### src/rtl/input_stream_packer_pkg.sv
// Shared load/store path types: FSM state enums and the width-ratio check used by
// the narrow-to-wide packer and the wide-to-narrow splitter.
package input_stream_packer_pkg;

  typedef enum logic {FILL, DRAIN} packer_state_t;

  typedef enum logic {LOAD, EMIT} splitter_state_t;

  // Narrow width must be whole bytes and divide the wide width at least twice.
  function automatic bit width_ratio_ok(input int unsigned bw_narrow,
                                        input int unsigned bw_wide);
    if (bw_narrow == 0) return 1'b0;
    if (bw_narrow % 8 != 0) return 1'b0;
    if (bw_wide % bw_narrow != 0) return 1'b0;
    return (bw_wide / bw_narrow) >= 2;
  endfunction

endpackage

### src/rtl/input_stream_packer_if.sv
// HWPE stream interface: data with byte strobes under a valid/ready handshake.
interface hwpe_stream_intf_stream #(
    parameter int unsigned DataWidth = 32
);
    logic [DataWidth-1:0]   data;
    logic [DataWidth/8-1:0] strb;
    logic                   valid;
    logic                   ready;

    modport source (output data, output strb, output valid, input ready);
    modport sink   (input data, input strb, input valid, output ready);
    modport master (output data, output strb, output valid, input ready);
    modport slave  (input data, input strb, input valid, output ready);
endinterface

### src/rtl/input_stream_packer.sv
// Narrow-to-wide stream packer: gathers N narrow beats LSB-first into one wide word,
// with an optional flush that closes a partially filled word.
module input_stream_packer
  import input_stream_packer_pkg::*;
#(
    parameter int unsigned BW_IN  = 32,
    parameter int unsigned BW_OUT = 128
) (
    input  logic                          clk_i,
    input  logic                          rst_i,
    input  logic                          clear_i,
    input  logic                          flush_i,
    hwpe_stream_intf_stream.sink          stream_i,
    hwpe_stream_intf_stream.source        stream_o
);

    localparam int unsigned N     = BW_OUT / BW_IN;
    localparam int unsigned CntW  = (N > 1) ? $clog2(N) : 1;
    localparam int unsigned SbIn  = BW_IN / 8;
    localparam int unsigned SbOut = BW_OUT / 8;

    if (!width_ratio_ok(BW_IN, BW_OUT)) begin : g_bad_width
        $error("input_stream_packer: invalid BW_IN/BW_OUT ratio");
    end

    packer_state_t     state_q, state_d;
    logic [CntW-1:0]   cnt_q, cnt_d;
    logic [BW_OUT-1:0] buf_q, buf_d;
    logic [SbOut-1:0]  strb_q, strb_d;

    always_comb begin
        state_d        = state_q;
        cnt_d          = cnt_q;
        buf_d          = buf_q;
        strb_d         = strb_q;
        stream_i.ready = 1'b1;

        unique case (state_q)
            FILL: begin
                if (stream_i.valid) begin
                    buf_d[cnt_q*BW_IN +: BW_IN] = stream_i.data;
                    strb_d[cnt_q*SbIn +: SbIn]  = stream_i.strb;
                    if (cnt_q == CntW'(N - 1)) begin
                        state_d = DRAIN;
                        cnt_d   = '0;
                    end else begin
                        cnt_d = cnt_q + 1'b1;
                    end
                end
                // Flush only when the word holds at least one lane after this accept.
                if (flush_i && state_d == FILL && (stream_i.valid || cnt_q != '0)) begin
                    state_d = DRAIN;
                    cnt_d   = '0;
                end
            end
            DRAIN: begin
                // Pass-through ready keeps a full-rate input bubble-free across emission.
                stream_i.ready = stream_o.ready;
                if (stream_o.ready) begin
                    state_d = FILL;
                    buf_d   = '0;
                    strb_d  = '0;
                    cnt_d   = '0;
                    if (stream_i.valid) begin
                        buf_d[BW_IN-1:0] = stream_i.data;
                        strb_d[SbIn-1:0] = stream_i.strb;
                        cnt_d            = CntW'(1);
                    end
                end
            end
            default: state_d = FILL;
        endcase
    end

    always_ff @(posedge clk_i or posedge rst_i) begin
        if (rst_i) begin
            state_q <= FILL;
            cnt_q   <= '0;
            buf_q   <= '0;
            strb_q  <= '0;
        end else if (clear_i) begin
            state_q <= FILL;
            cnt_q   <= '0;
            buf_q   <= '0;
            strb_q  <= '0;
        end else begin
            state_q <= state_d;
            cnt_q   <= cnt_d;
            buf_q   <= buf_d;
            strb_q  <= strb_d;
        end
    end

    assign stream_o.valid = (state_q == DRAIN);
    assign stream_o.data  = buf_q;
    assign stream_o.strb  = strb_q;

endmodule

### src/flat_wrapper.sv
// flat-port wrapper written by rule: the top's interface ports become plain ports
module input_stream_packer_flat import input_stream_packer_pkg::*;
#(
    parameter int unsigned BW_IN  = 32,
    parameter int unsigned BW_OUT = 128
)
  (clk_i, rst_i, clear_i, flush_i, stream_i_data, stream_i_strb, stream_i_valid, stream_i_ready, stream_o_data, stream_o_strb, stream_o_valid, stream_o_ready);
  hwpe_stream_intf_stream #(.DataWidth(BW_IN)) stream_i_i ();
  hwpe_stream_intf_stream #(.DataWidth(BW_OUT)) stream_o_i ();
  input  logic clk_i;
  input  logic rst_i;
  input  logic clear_i;
  input  logic flush_i;
  input wire logic [$bits(stream_i_i.data)-1:0] stream_i_data;
  input wire logic [$bits(stream_i_i.strb)-1:0] stream_i_strb;
  input wire logic [$bits(stream_i_i.valid)-1:0] stream_i_valid;
  output wire logic [$bits(stream_i_i.ready)-1:0] stream_i_ready;
  output wire logic [$bits(stream_o_i.data)-1:0] stream_o_data;
  output wire logic [$bits(stream_o_i.strb)-1:0] stream_o_strb;
  output wire logic [$bits(stream_o_i.valid)-1:0] stream_o_valid;
  input wire logic [$bits(stream_o_i.ready)-1:0] stream_o_ready;
  assign stream_i_i.data = stream_i_data;
  assign stream_i_i.strb = stream_i_strb;
  assign stream_i_i.valid = stream_i_valid;
  assign stream_i_ready = stream_i_i.ready;
  assign stream_o_data = stream_o_i.data;
  assign stream_o_strb = stream_o_i.strb;
  assign stream_o_valid = stream_o_i.valid;
  assign stream_o_i.ready = stream_o_ready;
  input_stream_packer #(.BW_IN(BW_IN), .BW_OUT(BW_OUT)) u_core (.clk_i(clk_i), .rst_i(rst_i), .clear_i(clear_i), .flush_i(flush_i), .stream_i(stream_i_i), .stream_o(stream_o_i));
endmodule
### config.mk
export PLATFORM = sky130hd
export DESIGN_NAME = input_stream_packer_flat
export DESIGN_NICKNAME = d
export VERILOG_FILES = /design/src/rtl/input_stream_packer_pkg.sv /design/src/rtl/input_stream_packer_if.sv /design/src/rtl/input_stream_packer.sv /design/src/flat_wrapper.sv
export SDC_FILE = /design/constraint.sdc
export NUM_CORES = 1
export LEC_CHECK = 0
export CORE_ASPECT_RATIO = 0.8
export CORE_MARGIN = 3
export CORE_UTILIZATION = 41
export DETAILED_ROUTE_END_ITERATION = 6
export MAX_ROUTING_LAYER = met4
export PLACE_DENSITY = 0.76
export SETUP_SLACK_MARGIN = 0.05
export SLEW_MARGIN = 5
export SYNTH_ARGS = -nofsm -noshare
export SYNTH_HDL_FRONTEND = slang
export SYNTH_SLANG_ARGS = --single-unit
### constraint.sdc
create_clock -name clk_i -period 4.5 [get_ports clk_i]
set_input_delay 0.45 -clock clk_i [delete_from_list [all_inputs] [get_ports clk_i]]
set_output_delay 0.45 -clock clk_i [all_outputs]
set_load 0.02 [all_outputs]
## Word level (Yosys, flattened, before mapping)

Cells that the tools add are included.

- Reduce and logical (&&, ||, !) cells: 6
- Muxes and demuxes: 27
- Equality and inequality tests: 4
- Add/sub/neg operators: 3
- Shift operators: 4
- Bitwise logic cells: 2

Operators with widths:

| kind | number |
|---|---|
| $mux 128 | 3 |
| $pmux 128 s2 | 1 |
| $bwmux 128 | 1 |
| $shift 32x34->128 const A | 1 |
| $shiftx 32x34->128 | 1 |
| $mux 16 | 3 |
| $neg 4->34 | 1 |
| $neg 7->34 | 1 |
| $shift 4x34->16 const A | 1 |
| $shiftx 4x34->16 | 1 |
| $mux 32 | 1 |
| $pmux 16 s2 | 1 |
| $bwmux 16 | 1 |
| $mux 2 | 5 |
| $mux 1 | 8 |
| $ne 3x3->1 const B | 2 |
| $mux 4 | 1 |
| $ne 4x3->1 const B | 1 |
| $pmux 2 s2 | 1 |
| $reduce_and 2->1 | 2 |
| $add 2x1->2 const B | 1 |
| $eq 2x2->1 const B | 1 |
| $logic_and 1x1->1 | 2 |
| $not 1->1 | 2 |
| 3 further kinds | 3 |

- Register bits after elaboration: 147
- Logic and storage cells: 50
- Output and inout port bits: 146
- Bits of input ports: 42

## Depth between registers and ports, before layout

- Depth in word-level cells: 10
- Mapped depth: 7
- Mapped depth without buffers: 6

## Worst setup path after synthesis

No wires, ideal clock.

- Path type: reg-to-reg
- From: register u_core.state_q, in the netlist u_core.stream_o.valid
- To: register u_core.buf_q[100], in the netlist u_core.stream_o.data[100]
- Setup slack: 2.799 ns
- Buffers on the path: 2
- Data arrival time: 1.580 ns
- Library setup time: 0.121 ns
- Cell stages (with the launch flop): 7
- Period minus slack after synthesis: 1.701 ns
- Required time: 4.379 ns
- Cell sequence: dfrtp_1 -> a21o_1 -> buf_4 -> a31oi_4 -> nor2_4 -> buf_2 -> a22o_1

- Cells in the longest elaborated chain, start to end: 3
- Elaborated cells on any way between the ends: 6
- Those cells by class: eq/ne (2); mux (2); bitwise (1); reduce/logical (1)

RTL lines:

| item | RTL line | text |
|---|---|---|
| start: declaration | input_stream_packer.sv:26 | `packer_state_t state_q, state_d;` |
| start signal: assignment | input_stream_packer.sv:87 | `state_q <= state_d;` |
| $not 1->1 | input_stream_packer.sv:38 | `unique case (state_q)` |
| $pmux 128 s2 / $ne 3x3->1 (equally long branches) | - |  |
| $mux 128 / $reduce_and 2->1 (equally long branches) | - |  |
| end signal: assignment | input_stream_packer.sv:89 | `buf_q <= buf_d;` |
| end: declaration | input_stream_packer.sv:28 | `logic [BW_OUT-1:0] buf_q, buf_d;` |

Parallel ways exist; a longest one is shown, timed or not.
A chain may end at the register's enable or synchronous reset.

## Worst setup path after layout

- From: input port stream_i_valid
- To: register u_core.strb_q[11], in the netlist u_core.stream_o.strb[11]

- Cells in the longest elaborated chain, start to end: 2

RTL lines:

| item | RTL line | text |
|---|---|---|
| start: declaration | flat_wrapper.sv:16 | `input wire logic [$bits(stream_i_i.valid)-1:0] stream_i_valid;` |
| $ne 3x3->1 (no source line) | - |  |
| $reduce_and 2->1 (no source line) | - |  |
| end signal: assignment | input_stream_packer.sv:90 | `strb_q <= strb_d;` |
| end: declaration | input_stream_packer.sv:29 | `logic [SbOut-1:0] strb_q, strb_d;` |

Every way passes these cells.

==> metrics.md <==
| Metric | Value |
|---|---|
| Status | `finished, final reports clean` |
| Post-synthesis share of cell area spent on full adders, half adders and majority gates | `1.12%` |
| Power Density | `425 mW/mm²` |
| Floorplan die area | `0.0151 mm²` |
| Clock latency on the worst-skew pair | `0.41 ns` |
| Worst slew margin relative to its limit | `24.8%` |
| Standard cell core area | `0.0131 mm²` |
| Worst endpoint data arrival time | `3.08 ns` |
| Net total in the final layout | `666` |
| Die span in x | `136 µm` |
| Top-count cell post-synth | `dfrtp_1` |
| HPWL after detailed placement | `11.6 mm` |
| TritonCTS clock tree | `done` |
| Initial Utilization | `42.6%` |
| Switching Share | `26.9%` |
| Routing usage on met2 | `35.8%` |
| Met3 Usage GRT | `7.58%` |
| Number of iterations in the first detailed-routing pass | `5` |
| CTS sink count | `147` |
| Share of synthesized area occupied by flip-flops and latches | `65.9%` |
| WL per Instance | `21.4 µm` |
| Internal power summed over all cells | `2.55 mW` |
| Height of the die | `110 µm` |
| Grt met1 use | `31.5%` |
| Slowest CP cell | `nor3_4` |
| Post-route total power | `3.48 mW` |
| Setup repair after global routing missed its margin | `no` |
| Crit-path cells | `clkdlybuf4s50_1 -> nor2b_2 -> a21oi_4 -> nor3_4 -> buf_4 -> a22o_1` |
| Max Root-Sink Buffers | `2` |
| Maximum operating frequency | `0.365 GHz` |
| Largest family of logic cells by synthesized area | `compound AO/OA/AOI/OAI gates` |
| Synthesized area per cell | `12.8 µm²` |
| Flip-flop and latch count after synthesis | `147` |
| Count of port buffers added during placement | `187` |
| Cell accounting for the most synthesized area | `dfrtp_1` |
| Post-CTS Hold Buffers | `0` |
| Global-route usage over all layers | `24.1%` |
| Actual slew at the worst max-slew pin | `1.13 ns` |
| Fill cells | `984` |
| Worst Path Required | `4.84 ns` |
| Share of post-route cells with drive strength above 1 | `7.44%` |
| Switching power summed over all nets | `0.937 mW` |
| Max Slew Vio Count | `0` |
| Top_reg_cell synth | `dfrtp_1` |
| Number of H-tree levels | `4` |
| Detailed-route via count | `4,539` |
| Min Clock Period, post-route | `2.74 ns` |
| Sequential group share of total power | `41.1%` |
| Basic-gate share of the synthesized area counting and, or, nand and nor cells | `6.94%` |
| Area overhead of the layout relative to synthesis | `46.8%` |
| Startpoint types | `input pin` |
| Remaining number of nets flagged by the antenna check after routing | `0` |
| Initial antenna violation count | `0` |
| Clock share of power | `43.2%` |
| Standard-cell row count | `37` |
| Routed WL | `17.3 mm` |
| Clock transition at the register clock pins on the worst setup and hold paths after CTS | `0.06 ns` |
| Slowest stage delay, CP | `0.65 ns` |
| Leakage dissipation | `3.70 nW` |
| Compound-Gate Fraction of Synth Area | `22.3%` |
| Global-route wire length before repair | `26.5 mm` |
| Number of enable-type register cells in the synthesized netlist | `0` |
| Count of antenna diodes in the layout | `0` |
| Buffer count from post-CTS setup fixing | `0` |
| I/O pin count | `188` |
| Busiest layer in global routing | `met2` |
| Synthesized instance count | `438` |
| DRC Markers | `0` |
| Layout Skew | `0.00709 ns` |
| Max Cap Violations | `0` |
| Final setup vio count | `0` |
| Ys async rst share | `100%` |
| Setup TNS Final | `0 ns` |
| Global placer's final weighted congestion | `0.820` |
| Vias in the first global route | `4,682` |
| Fraction of power consumed by combinational cells | `15.6%` |
| Critical Path Sink Type | `register` |
| Synthesized netlist net count | `485` |
| Largest net degree at the start of global routing | `129` |
| Biggest fanout along the worst timing path | `37` |
| Worst min path class | `register to register` |
| Xor and xnor fraction of the mapped netlist area | `0%` |
| Detailed Route Iter0 Violations | `380` |
| Final Hold Vio Count | `0` |
| Final Cycle Share | `61.0%` |
| Category of the most critical setup path | `input pin to register` |
| Root buffer cell | `clkbuf_16` |
| Cts repair resizes | `0` |
| Area fraction of the dominant cell type after synthesis | `65.9%` |
| Peak supply drop | `0.271 mV` |
| Ratio of routed vias to standard cells | `5.62` |
| Cell types with the highest counts after synthesis | `147 x dfrtp_1, 108 x a22o_1, 77 x nand2_1` |
| Cell types with the largest area share after synthesis | `dfrtp_1 66%, a22o_1 17%, nand2_1 5.2%, o21ai_1 3.2%, buf_2 1.3%` |
| Mux share of post-synthesis cell area | `0.403%` |
| Yosys warning count | `0` |
| Number of buffers added by the clock tree synthesis step | `17` |
| Overflow left after global routing | `0` |
| Unique masters post-synth | `28` |
| Cell Area, Synth | `0.00559 mm²` |
[registers in the layout (all words and copies together) (netlist names)]
| name | flops |
|---|---|
| u_core.stream_o.valid | 1 |
| u_core.cnt_q | 2 |
| u_core.stream_o.strb | 16 |
| u_core.stream_o.data | 128 |
[layout make-up]
cell class | instances | area, µm² | share of cell area [%]
Sequential cell | 147 | 3680 | 44.9
Timing Repair Buffer | 192 | 1910 | 23.3
Multi-Input combinational cell | 255 | 1730 | 21.1
Clock buffer | 20 | 457 | 5.57
Tap cell | 175 | 219 | 2.67
Clock inverter | 12 | 178 | 2.17
Inverter | 6 | 27.5 | 0.336
[path summary, 6_finish.rpt]
path                       slack, ns  depth (start not counted)                        to                      from
max in group asynchronous       2.90                          3  u_core.stream_o.data[90]                     rst_i
min in group asynchronous       0.71                          2   u_core.stream_o.data[7]                     rst_i
hold / removal                  0.49                          2  u_core.stream_o.data[20]  u_core.stream_o.data[20]
setup reg to reg                1.88                          5  u_core.stream_o.strb[11]     u_core.stream_o.valid
setup / recovery                1.76                          6  u_core.stream_o.strb[11]            stream_i_valid
hold reg to reg                 0.49                          2  u_core.stream_o.data[20]  u_core.stream_o.data[20]
[routing by layer]
| layer | wire, µm | vias to the layer above | share of wire (%) |
|---|---|---|---|
| met5 | 0 | - | 0 |
| met4 | 307 | 0 | 1.8 |
| met3 | 1610 | 22 | 9.3 |
| met2 | 7970 | 201 | 46 |
| met1 | 7390 | 2364 | 43 |
| li1 | - | 1952 | - |
[worst max-delay path, delay by kind of cell]
family	cells	cell delay, ns
buffers and inverters	2	1.01
AND/OR/NAND/NOR	2	1.09
AO/OA/AOI/OAI	2	0.51
[layout by cell type (no fill, tap or decap), drive strengths merged]
cell type and count:
a211oi 1, a21o 3, a21oi 6, a22o 108
a31oi 1, buf 5, bufinv 4, clkbuf 20
clkdlybuf4s50 187, clkinv 6, clkinvlp 1, dfrtp 147
ha 5, inv 7, mux2 2, nand2 77
nand2b 1, nand3 1, nand4 1, nand4b 1
nor2 7, nor2b 2, nor3 1, o211ai 1
o21ai 36, o22ai 1
[per-stage QoR]
stage                     hold WS [ns]  setup slack [ns]  cells  instance area (µm²)  util (%)
after floorplan                  0.533            0.0987    438                 5590         -
after global placement           0.470              1.55    775                 7560      57.7
after CTS                        0.493              1.78    807                 8200      62.6
after detailed placement         0.479              1.36    775                 7560      57.7
final                            0.490              1.76    807                 8200      62.6
after global routing             0.518              1.61    807                 8200      62.6
[kinds of logic after synthesis]
family	after synthesis
and+or+nand+nor	91
muxes	2
adders and majority gates	5
buffers and inverters	36
AOI/OAI and AO/OA	157
DFF	147
[power groups by stage]
stage	sequential, mW	clock, mW	combinational (mW)
after detailed placement	1.45	0	0.543
final	1.43	1.51	0.545
after floorplan	1.52	0	0.213
after global placement	1.45	0	0.530
after global routing	1.44	1.59	0.583
after CTS	1.43	1.52	0.546
No activity file was read; power rests on OpenSTA's default activity.
